## config.mk

```make
export PLATFORM = sky130hd
export DESIGN_NAME = cla_sub_seq
export DESIGN_NICKNAME = d
export VERILOG_FILES = /design/src/rtl/cla_pkg.sv /design/src/rtl/cla_sub_slice4.sv /design/src/rtl/cla_sub_seq.sv
export SDC_FILE = /design/constraint.sdc
export NUM_CORES = 1
export LEC_CHECK = 0
export CORE_ASPECT_RATIO = 1.2
export CORE_MARGIN = 2
export CORE_UTILIZATION = 45
export CTS_CLUSTER_DIAMETER = 80
export DETAILED_ROUTE_END_ITERATION = 12
export PLACE_DENSITY = 0.71
export SETUP_SLACK_MARGIN = 0.5
export SLEW_MARGIN = 20
export SYNTH_ARGS = -nofsm -noshare
export SYNTH_HDL_FRONTEND = slang
export SYNTH_SLANG_ARGS = --single-unit
```

## constraint.sdc

```tcl
create_clock -name clk -period 7.4 [get_ports clk]
set_clock_uncertainty 0.15 [all_clocks]
set_input_delay 1.11 -clock clk [delete_from_list [all_inputs] [get_ports clk]]
set_output_delay 1.11 -clock clk [all_outputs]
set_load 0.05 [all_outputs]
```

## src/rtl/cla_pkg.sv

```systemverilog
// Shared definitions for the sequential carry-lookahead subtractor.
//   - cla_state_e : FSM state encoding (StIdle / StRun / StDone)
//   - SLICE       : bits handled by the lookahead slice per clock
//   - sat_pos/neg : clamp values for a given width (largest positive / most negative)
//   - SAT_POS/NEG : clamp values for the default 16-bit width
package cla_pkg;

  typedef enum logic [1:0] {
    StIdle,
    StRun,
    StDone
  } cla_state_e;

  localparam int unsigned SLICE     = 4;
  localparam int unsigned WIDTH_DEF = 16;

  // Widths up to 64 bits are supported by the clamp helpers.
  function automatic logic [63:0] sat_pos(input int unsigned width);
    return (64'd1 << (width - 1)) - 64'd1;
  endfunction

  function automatic logic [63:0] sat_neg(input int unsigned width);
    return 64'd1 << (width - 1);
  endfunction

  localparam logic [WIDTH_DEF-1:0] SAT_POS = WIDTH_DEF'(sat_pos(WIDTH_DEF));
  localparam logic [WIDTH_DEF-1:0] SAT_NEG = WIDTH_DEF'(sat_neg(WIDTH_DEF));

endpackage

```

## src/rtl/cla_sub_slice4.sv

```systemverilog
// Combinational 4-bit carry-lookahead slice.
// Subtraction is done by the caller feeding the inverted subtrahend nibble.
// Ports:
//   x    in  4  first operand nibble
//   y    in  4  second operand nibble (already inverted for subtraction)
//   cin  in  1  carry-in
//   sum  out 4  x + y + cin (low 4 bits)
//   cout out 1  carry-out
//   gp   out 1  group propagate
//   gg   out 1  group generate
module cla_sub_slice4
  import cla_pkg::*;
(
  input  logic [SLICE-1:0] x,
  input  logic [SLICE-1:0] y,
  input  logic             cin,
  output logic [SLICE-1:0] sum,
  output logic             cout,
  output logic             gp,
  output logic             gg
);

  logic [SLICE-1:0] p;
  logic [SLICE-1:0] g;
  logic [SLICE:0]   c;

  always_comb begin
    p = x ^ y;
    g = x & y;
    // Flattened lookahead equations: every carry derives directly from cin.
    c[0] = cin;
    c[1] = g[0] | (p[0] & cin);
    c[2] = g[1] | (p[1] & g[0]) | (p[1] & p[0] & cin);
    c[3] = g[2] | (p[2] & g[1]) | (p[2] & p[1] & g[0]) | (p[2] & p[1] & p[0] & cin);
    gp   = &p;
    gg   = g[3] | (p[3] & g[2]) | (p[3] & p[2] & g[1]) | (p[3] & p[2] & p[1] & g[0]);
    c[4] = gg | (gp & cin);
    sum  = p ^ c[SLICE-1:0];
    cout = c[SLICE];
  end

endmodule

```

## src/rtl/cla_sub_seq.sv

```systemverilog
// Multi-cycle WIDTH-bit subtractor: d = (a - b - bin) mod 2^WIDTH.
// One 4-bit lookahead slice is reused, one nibble per clock, LSB first.
// Optional macro CLA_SUB_SAT_EN: on signed overflow the result is clamped to the
// largest positive / most negative value instead of wrapping.
// Ports:
//   clk   in  1      rising-edge clock
//   rst   in  1      synchronous active-high reset
//   start in  1      request, sampled in IDLE or DONE
//   a     in  WIDTH  minuend
//   b     in  WIDTH  subtrahend
//   bin   in  1      borrow-in
//   busy  out 1      operation in progress
//   done  out 1      one-cycle pulse, result valid
//   d     out WIDTH  difference, held until next accepted start
//   bout  out 1      borrow-out
//   ovf   out 1      signed overflow
//   zero  out 1      d == 0
module cla_sub_seq
  import cla_pkg::*;
#(
  parameter int unsigned WIDTH = 16
) (
  input  logic             clk,
  input  logic             rst,
  input  logic             start,
  input  logic [WIDTH-1:0] a,
  input  logic [WIDTH-1:0] b,
  input  logic             bin,
  output logic             busy,
  output logic             done,
  output logic [WIDTH-1:0] d,
  output logic             bout,
  output logic             ovf,
  output logic             zero
);

  localparam int unsigned NIB  = WIDTH / SLICE;
  localparam int unsigned CNTW = (NIB > 1) ? $clog2(NIB) : 1;
  localparam logic [CNTW-1:0] CNT_LAST = CNTW'(NIB - 1);

  cla_state_e state_q, state_d;
  logic [CNTW-1:0]  cnt_q;
  logic [WIDTH-1:0] a_q, b_q, d_q;
  logic             carry_q;
  logic             bout_q, ovf_q, zero_q;

  logic             accept;
  logic             last;
  logic [SLICE-1:0] a_nib, b_nib, sum_nib;
  logic             slice_cout, slice_gp, slice_gg;
  logic [WIDTH-1:0] d_next, d_res;
  logic             ovf_next;

  // Group P/G are not needed here because the slice already resolves carry-out.
  logic unused_pg;
  assign unused_pg = slice_gp ^ slice_gg;

  always_comb begin
    a_nib = a_q[int'(cnt_q) * SLICE +: SLICE];
    b_nib = ~b_q[int'(cnt_q) * SLICE +: SLICE];
  end

  cla_sub_slice4 u_slice (
    .x    (a_nib),
    .y    (b_nib),
    .cin  (carry_q),
    .sum  (sum_nib),
    .cout (slice_cout),
    .gp   (slice_gp),
    .gg   (slice_gg)
  );

  always_comb begin
    d_next = d_q;
    d_next[int'(cnt_q) * SLICE +: SLICE] = sum_nib;
    // Operands of differing sign overflow when the result sign leaves the minuend's.
    ovf_next = (a_q[WIDTH-1] != b_q[WIDTH-1]) && (d_next[WIDTH-1] != a_q[WIDTH-1]);
`ifdef CLA_SUB_SAT_EN
    if (ovf_next) begin
      d_res = a_q[WIDTH-1] ? WIDTH'(sat_neg(WIDTH)) : WIDTH'(sat_pos(WIDTH));
    end else begin
      d_res = d_next;
    end
`else
    d_res = d_next;
`endif
  end

  // FSM next-state and handshake outputs.
  always_comb begin
    state_d = state_q;
    accept  = 1'b0;
    busy    = 1'b0;
    done    = 1'b0;
    last    = (cnt_q == CNT_LAST);
    unique case (state_q)
      StIdle: begin
        if (start) begin
          accept  = 1'b1;
          state_d = StRun;
        end
      end
      StRun: begin
        busy = 1'b1;
        if (last) state_d = StDone;
      end
      StDone: begin
        done = 1'b1;
        if (start) begin
          accept  = 1'b1;
          state_d = StRun;
        end else begin
          state_d = StIdle;
        end
      end
      default: state_d = StIdle;
    endcase
  end

  always_ff @(posedge clk) begin
    if (rst) begin
      state_q <= StIdle;
    end else begin
      state_q <= state_d;
    end
  end

  always_ff @(posedge clk) begin
    if (rst) begin
      cnt_q   <= '0;
      a_q     <= '0;
      b_q     <= '0;
      d_q     <= '0;
      carry_q <= 1'b1;
      bout_q  <= 1'b0;
      ovf_q   <= 1'b0;
      zero_q  <= 1'b0;
    end else if (accept) begin
      a_q     <= a;
      b_q     <= b;
      carry_q <= ~bin;
      cnt_q   <= '0;
      bout_q  <= 1'b0;
      ovf_q   <= 1'b0;
      zero_q  <= 1'b0;
    end else if (state_q == StRun) begin
      carry_q <= slice_cout;
      cnt_q   <= cnt_q + 1'b1;
      if (last) begin
        d_q    <= d_res;
        bout_q <= ~slice_cout;
        ovf_q  <= ovf_next;
        zero_q <= (d_res == '0);
      end else begin
        d_q <= d_next;
      end
    end
  end

  assign d    = d_q;
  assign bout = bout_q;
  assign ovf  = ovf_q;
  assign zero = zero_q;

endmodule
```

## Word-level counts from Yosys, hierarchy flattened

Index checks and enable logic that the tools add are counted.

- Add/subtract/negate cells: 2
- Reduce and logical (&&, ||, !) cells: 10
- Bitwise logic cells: 32
- Mux-type cells: 11
- Equal/unequal tests: 7
- Shifts and indexed selects: 4

Operator list:

| kind | count |
|---|---|
| negator 4 -> 34 bit | 1 |
| variable shift 4 x 34 -> 16 bit, first input constant | 1 |
| variable part select 4 x 34 -> 16 bit | 1 |
| variable part select 16 x 5 -> 4 bit | 2 |
| bitwise mux 16 bit | 1 |
| logical NOT 16 bit | 1 |
| bitwise AND 1 bit | 15 |
| OR 1 bit | 10 |
| XOR 4 bit | 2 |
| 2-to-1 mux 1 bit | 7 |
| one-hot mux 2 bit (3 select lines) | 1 |
| AND reduction 2 bit | 3 |
| bitwise AND 4 bit | 1 |
| == test 2 bit, second input constant | 2 |
| 2-to-1 mux 2 bit | 2 |
| != test 2 bit, second input constant | 2 |
| NOT 4 bit | 1 |
| AND reduction 4 bit | 1 |
| OR reduction 2 bit | 2 |
| NOT 1 bit | 3 |
| adder 2 x 1 -> 2 bit, second input constant | 1 |
| == test 2 x 1 -> 1 bit, second input constant | 1 |
| logical NOT 2 bit | 1 |
| != test 1 bit | 2 |
| other kinds (2) | 2 |

- Logic and storage cells: 75
- Output and inout port bits: 21
- Register bits: 56
- Input bits: 36

## Depth between registers and ports, before layout

Gate-level depths: netlist of run 1.

- Depth in word-level cells: 12
- Depth in mapped cells: 10
- Depth with buffers taken out: 8

## Cells and area by module

Synthesis of run 1 repeated with hierarchy kept, for this count alone.

- Cell total of the unflattened synthesis: 305
- Area, all modules: 2620.0 um2

Modules (own cells, without submodules):

| module | sequential area each (um2) | area each (um2) | instances | cells an instance |
|---|---|---|---|---|
| cla_sub_seq | 1121.1 | 2437.3 | 1 | 283 |
| cla_sub_slice4 | 0.0 | 182.7 | 1 | 22 |

## Worst setup path after synthesis of run 1

Ideal clock, no wire load.

- Path type: reg2reg
- Start: register cnt_q[0]
- End: register ovf_q (netlist: ovf)
- Cell stages (with the launch flop): 10
- Path buffers: 2
- Clock period less this slack: 2.749 ns
- Required time: 7.133 ns
- Setup slack: 4.651 ns
- Arrival time: 2.482 ns
- Setup time: 0.117 ns
- Cells stage by stage: dfxtp_1 buf_6 buf_2 mux4_2 ha_1 nand2_1 o21ai_2 xor2_2 nand3_1 a32o_1

- Word-level cells in the longest chain between the ends: 12
- Elaborated cells on any way between the ends: 29
- Those cells by class: 1 x add/sub; 2 x eq/ne; 4 x shift; 1 x mux; 19 x bitwise; 2 x reduce/logical

RTL lines:

| item | line | source |
|---|---|---|
| from (decl) | cla_sub_seq.sv:42 | `logic [CNTW-1:0] cnt_q;` |
| from (signal assigned) | cla_sub_seq.sv:148 | `cnt_q <= cnt_q + 1'b1;` |
| variable part select 16 x 5 -> 4 bit | cla_sub_seq.sv:60 | `b_nib = ~b_q[int'(cnt_q) * SLICE +: SLICE];` |
| NOT 4 bit | cla_sub_seq.sv:60 |  |
| XOR 4 bit / bitwise AND 4 bit (equally long branches) | cla_sub_slice4.sv:28, cla_sub_slice4.sv:29 |  |
| bitwise AND 1 bit | cla_sub_slice4.sv:34 | `c[3] = g[2] \| (p[2] & g[1]) \| (p[2] & p[1] & g[0]) \| (p[2] & p[1] & p[0] & cin);` |
| OR 1 bit / bitwise AND 1 bit (equally long branches) (2 in series) | cla_sub_slice4.sv:34 |  |
| OR 1 bit | cla_sub_slice4.sv:34 |  |
| XOR 4 bit | cla_sub_slice4.sv:38 | `sum = p ^ c[SLICE-1:0];` |
| variable part select 4 x 34 -> 16 bit | cla_sub_seq.sv:75 | `d_next[int'(cnt_q) * SLICE +: SLICE] = sum_nib;` |
| bitwise mux 16 bit | cla_sub_seq.sv:75 |  |
| != test 1 bit | cla_sub_seq.sv:77 | `ovf_next = (a_q[WIDTH-1] != b_q[WIDTH-1]) && (d_next[WIDTH-1] != a_q[WIDTH-1]);` |
| logical AND 1 bit | cla_sub_seq.sv:77 |  |
| to (signal assigned) | cla_sub_seq.sv:152 | `ovf_q <= ovf_next;` |
| to (decl) | cla_sub_seq.sv:45 | `logic bout_q, ovf_q, zero_q;` |

Parallel ways exist; a longest one is shown, timed or not.
A chain may end at the register's enable or synchronous reset.

## Worst setup path after layout of run 1

- Start: register state_q[0]
- End: output busy

- Word-level cells in the longest chain between the ends: 2

RTL lines:

| item | line | source |
|---|---|---|
| from (decl) | cla_sub_seq.sv:41 | `cla_state_e state_q, state_d;` |
| from (signal assigned) | cla_sub_seq.sv:122 | `state_q <= StIdle;` |
| from (signal assigned) | cla_sub_seq.sv:124 | `state_q <= state_d;` |
| == test 2 x 1 -> 1 bit | cla_sub_seq.sv:96 | `unique case (state_q)` |
| 2-to-1 mux 1 bit | cla_sub_seq.sv:96 |  |
| to (decl) | cla_sub_seq.sv:29 | `output logic busy,` |

No other way between the ends.

==> results of run 1 <==
-- cell usage after synthesis (all sizes together) (3+ instances only) --
library cell / count
ha: 11
xnor2: 3
mux4: 8
nand2: 71
buf: 7
nor3: 8
nand3b: 3
nor4: 4
a21oi: 41
clkbuf: 12
a211oi: 3
nor2: 20
nand2b: 4
a22oi: 13
inv: 10
dfxtp: 56
nor2b: 4
o21ai: 4
-- kinds of logic (layout without fill, tap and decap cells) --
| group | Yosys count | in the layout |
|---|---|---|
| adder cells (fa/ha/maj) | 12 | 12 |
| multiplexers | 10 | 10 |
| buffers and inverters | 29 | 77 |
| AO/OA/AOI/OAI | 72 | 72 |
| flip-flops | 56 | 56 |
| XOR/XNOR | 5 | 5 |
| AND/OR/NAND/NOR | 118 | 118 |
-- critical path, cell delays in order, from the launching register on --
cell	delay [ns]
dfxtp_1	0.41
nand2b_1	0.15
inv_1	0.34
clkdlybuf4s50_1	0.88
-- final timing paths --
check / startpoint / end / cells past startpoint
worst min register to register: b_q[4]$_SDFFE_PP0P_ / b_q[4]$_SDFFE_PP0P_ / 2
worst max-delay path: state_q[0]$_SDFFE_PP0P_ / busy / 3
worst max register to register: cnt_q[0]$_SDFFE_PP0P_ / ovf$_SDFFE_PP0P_ / 8
worst min-delay path: b_q[4]$_SDFFE_PP0P_ / b_q[4]$_SDFFE_PP0P_ / 2
-- power groups by stage --
stage	Clock [mW]	Combinational [mW]	Sequential, mW
after floorplan	0	0.0892	0.337
after global placement	0	0.137	0.333
after detailed placement	0	0.138	0.334
after CTS	0.202	0.139	0.327
after global routing	0.213	0.152	0.329
final	0.197	0.138	0.326
-- layer usage --
layer	vias to the layer above	share of wire [%]	track usage, %
met1	996	45	22.2
met4	0	1.5	4.79
li1	1134	-	-
met2	63	50	32.3
met5	-	0	0
met3	11	3.4	2.53
-- flip-flops by register name, indices dropped and copies added (netlist names) --
signal   cells
state_q      2
bout         1
zero         1
carry_q      1
a_q         16
d           16
cnt_q        2
ovf          1
b_q         16
-- final cells by class --
class	count	area share [%]
clock inverters	3	1.29
inverters	10	1.13
clock buffers	5	2.08
flip-flops and latches	56	33.9
multi-input cells	217	41.7
well taps	64	2.42
repair buffers	59	17.5
-- through the flow --
step | cell area, sq um | total power [mW]
global route | 3310 | 0.693
detailed placement | 3200 | 0.472
CTS | 3310 | 0.668
floorplan | 2620 | 0.426
finish | 3310 | 0.661
global placement | 3200 | 0.470
==> results_dict.tcl, run 1 <==
set metrics [dict create \
    syn_to_final_growth_pct 26.2 \
    async_reset_ff_share_pct 0 \
    power_frac_clock_pct 29.8 \
    fin_cells 414 \
    min_period_ns 3.35 \
    setup_viol 0 \
    vias 2204 \
    p_leak_nw 1.22 \
    yosysSeqAreaShare_pct 42.8 \
    postSynthAreaPerCell_sq_um 8.68 \
    fillers 550 \
    cp-end-kind "output port" \
    numCtsBuffers 5 \
    start_util_pct 46.6 \
    die_area_sq_mm 0.00645 \
    netSwitchingPower_mw 0.186 \
    grt_overflow 0 \
    swShare_pct 28.2 \
    dp_cells 406 \
    synth_adder_area_share_pct 6.01 \
    root_buffer "clkbuf_8" \
    wl_per_cell_um 13.3 \
    synth_seq_cells 56 \
    io_pins 57 \
    wirelength_um 5520 \
    max-cap-violations 0 \
    clock-sinks 56 \
    start_kind "flip-flop" \
    port_buffers 56 \
    yosys.area.top_type "dfxtp_1" \
    row_count 30 \
    max_freq_mhz 299 \
    multi_input_area_sq_mm 0.00138 \
    grt_pass1_vias 2085 \
    cts_tree "done" \
    drt_first_pass_iters 4 \
    grt_pass1_wl_um 9280 \
    antenna_found_initial 0 \
    rrSetupSlack_ns 4.32 \
    synth_cells 302 \
    cell_internal_pwr_mw 0.475 \
    worstPathArrival_ns 2.09 \
    cp_max_fo 12 \
    insertedDiodeCount 0 \
    setup_slack_ns 4.05 \
    outcome "complete, no violations" \
    dp_slack_ns 4.31 \
    relSlewSlack_pct 37.0 \
    ant_nets 0 \
    clk_latency_ns 0.31 \
    yosys-top-cells-area "dfxtp_1 43%, nand2_1 10%, a21oi_1 7.8%, mux4_2 6.0%, ha_1 5.3%" \
    cts_max_level 2 \
    layout-drive-gt1-share_pct 7.14 \
    drt_iter0_drc 117 \
    netlist_area_sq_mm 0.00262 \
    hold_buffers 0 \
    fin_hold_ws_ns 0.307 \
    setup_tns_ns 0 \
    crit_type "reg -> out" \
    place.gp.congestion 0.810 \
    utilization_pct 58.8 \
    drc 0 \
    fin_crit_sh_pct 45.2 \
    core_sq_mm 0.00563 \
    die_w_um 73.7 \
    hp-class "reg -> reg" \
    cts_resized 0 \
    vias_per_cell 5.32 \
    hold_viol 0 \
    final_cell_mix "71 x nand2_1, 56 x dfxtp_1, 55 x clkdlybuf4s50_1" \
    yosysWarningCount 0 \
    final_common_cell "nand2_1" \
    seq_area_sq_mm 0.00112 \
    synth.net_count 350 \
    cts_setup_buffers 0 \
    yosysTopAreaCellShare_pct 42.8 \
    share_seq_of_total_power_pct 49.3 \
    die_y_um 87.6 \
    peakVddDrop_uv 95.6 \
    clkTransAtPathRegs_ns 0.10 \
    synth_top_family_by_area "simple AND/OR/NAND/NOR gates" \
    synth_xor_area_share_pct 1.96 \
    grt_usage_pct 17.9 \
    synthFlopType "dfxtp_1" \
    fin_nets 397 \
    grt_max_degree 56 \
    clockBufferDepth 2 \
    crit_required_ns 6.14 \
    p_comb_share_pct 20.9 \
    synth_compound_area_share_pct 17.0 \
    rsz0062_at_grt "no" \
    slew_viol_final 0 \
    yosys.area_share.simple_pct 19.8 \
    power_density_mw_per_mm2 200 \
    dp_hpwl_um 4020 \
    worstMarginPinSlew_ns 0.945 \
    synth-edff-count 0 \
    yosysUniqueCellTypes 40 \
    synthMuxAreaShare_pct 7.78 \
]
Power figures use the tool's default switching activity.
==> run 2, diff against run 1 <==
Clock period 7.4 ns to 3.3 ns, I/O delays scaled along.
==> run 2 against run 1 <==
Net effect: global-route usage grew 1.2 points; total power grew 140%; hold slack gained 0.0016 ns; critical path type is now reg -> reg; largest cell class unchanged; clock-buffer cell count is the same; register-to-register slack lost 3.7 ns; wire length grew 2.3%; critical path depth grew 5.
==> results_dict.tcl, run 2 (synthesis gave the netlist of run 1 again) <==
set metrics [dict create \
    drt_first_pass_iters 4 \
    grt_pass1_vias 2222 \
    numCtsBuffers 5 \
    drt_iter0_drc 97 \
    max_freq_mhz 377 \
    grt_pass1_wl_um 9790 \
    die_y_um 87.6 \
    drc 0 \
    p_comb_share_pct 20.9 \
    p_leak_nw 1.25 \
    cts_max_level 2 \
    layout-drive-gt1-share_pct 8.24 \
    root_buffer "clkbuf_8" \
    setup_tns_ns 0 \
    crit_type "reg -> reg" \
    hold_viol 0 \
    endpoint "zero$_SDFFE_PP0P_" \
    power_frac_clock_pct 32.5 \
    rsz0062_at_grt "no" \
    fin_nets 400 \
    place.gp.congestion 0.793 \
    start_util_pct 46.6 \
    vias_per_cell 5.32 \
    insertedDiodeCount 0 \
    dp_hpwl_um 4230 \
    port_buffers 56 \
    p_total_mw 1.57 \
    clock-sinks 56 \
    cp-end-kind "flip-flop" \
    cp-startpoint "cnt_q[0]$_SDFFE_PP0P_" \
    io_pins 57 \
    worstPathCellList "mux4_1 -> inv_1 -> ha_1 -> a21o_1 -> a21oi_1 -> xnor2_2 -> o21bai_1 -> a22o_1" \
    core_sq_mm 0.00563 \
    rrSetupSlack_ns 0.65 \
    grt_usage_pct 19.1 \
    worstPathArrival_ns 2.71 \
    grt_max_degree 55 \
    cp_max_fo 8 \
    outcome "complete, no violations" \
    start_kind "flip-flop" \
    swShare_pct 26.9 \
    fin_crit_sh_pct 80.3 \
    row_count 30 \
    clkTransAtPathRegs_ns 0.09 \
    min_period_ns 2.65 \
    fillers 548 \
    reg2regPathDepth 8 \
    final_common_cell "nand2_1" \
    wirelength_um 5650 \
    final_cell_mix "71 x nand2_1, 55 x dfxtp_1, 55 x clkdlybuf4s50_1" \
    grt_overflow 0 \
    setup_viol 0 \
    hp-class "reg -> reg" \
    antenna_found_initial 0 \
    r2r-end "zero$_SDFFE_PP0P_" \
    max-cap-violations 0 \
    clk_latency_ns 0.31 \
    die_area_sq_mm 0.00645 \
    slowest_delay_ns 0.63 \
    die_w_um 73.7 \
    wl_per_cell_um 13.6 \
    hold_buffers 0 \
    vias 2214 \
    power_density_mw_per_mm2 466 \
    cts_tree "done" \
    slowest_stage "mux4_1" \
    netSwitchingPower_mw 0.423 \
    syn_to_final_growth_pct 28.6 \
    relSlewSlack_pct 57.0 \
    clockBufferDepth 2 \
    rr_startpoint "cnt_q[0]$_SDFFE_PP0P_" \
    share_seq_of_total_power_pct 46.6 \
    worstMarginPinSlew_ns 0.639 \
    ant_nets 0 \
    cell_internal_pwr_mw 1.15 \
    slew_viol_final 0 \
    crit_required_ns 3.35 \
    peakVddDrop_uv 200 \
]
## run 2: how the worst min path moves through the flow
stage / end / cells after the start / from / slack (ns)
after floorplan: b_q[4]$_SDFFE_PP0P_ / 2 / b_q[4]$_SDFFE_PP0P_ / 0.28
after global placement: b_q[12]$_SDFFE_PP0P_ / 2 / b_q[12]$_SDFFE_PP0P_ / 0.29
after detailed placement: b_q[11]$_SDFFE_PP0P_ / 2 / b_q[11]$_SDFFE_PP0P_ / 0.30
after CTS: b_q[11]$_SDFFE_PP0P_ / 2 / b_q[11]$_SDFFE_PP0P_ / 0.31
after global routing: b_q[11]$_SDFFE_PP0P_ / 2 / b_q[11]$_SDFFE_PP0P_ / 0.33
final: b_q[12]$_SDFFE_PP0P_ / 2 / b_q[12]$_SDFFE_PP0P_ / 0.31
## run 2: per-layer routing
metal  part of all wire [%]  track usage [%]  vias up  wire, um
li1                       -                -     1140         -
met1                     42             21.8     1020      2390
met2                     53             34.6       47      2990
met3                    3.4             4.83        7       195
met4                    1.4             6.28        0        79
met5                      0                0        -         0
## run 2: power by group through the flow
stage	Combinational, mW	Sequential [mW]	Clock [mW]
floorplan	0.200	0.755	0
global placement	0.311	0.748	0
detailed placement	0.316	0.749	0
CTS	0.319	0.734	0.515
global route	0.363	0.738	0.544
finish	0.328	0.732	0.511
## run 2: repair_timing
item,4_1_cts,5_1_grt
resized for setup,1,3
setup buffers,0,0
setup endpoints to repair,3,5
## run 2: worst max-delay path: cells and delay by family (launching register included)
kind	cells	cell delay (ns)
AOI/OAI and AO/OA	4	0.72
muxes	1	0.63
DFF	1	0.44
adders and majority gates	1	0.25
xor gates and xnor gates	1	0.21
buffers and inverters	1	0.14
## run 2: cell type report
cell class | instances | area (sq um) | share of cell area, %
flip-flops and latches | 56 | 1120 | 33.4
inverters | 10 | 37.5 | 1.11
repair buffers | 62 | 601 | 17.8
clock inverters | 2 | 60.1 | 1.78
clock buffers | 5 | 68.8 | 2.04
well taps | 64 | 80.1 | 2.38
multi-input cells | 217 | 1400 | 41.5
## run 2: stage by stage
stage | std cells | worst slack (ns) | hold slack, ns | utilization [%] | area, sq um
after floorplan | 302 | 0.551 | 0.282 | - | 2620
after global placement | 409 | 0.467 | 0.291 | 57.2 | 3220
after detailed placement | 409 | 0.386 | 0.296 | 57.2 | 3220
after CTS | 416 | 0.526 | 0.310 | 59.5 | 3350
after global routing | 416 | 0.489 | 0.325 | 59.9 | 3370
final | 416 | 0.649 | 0.308 | 59.9 | 3370
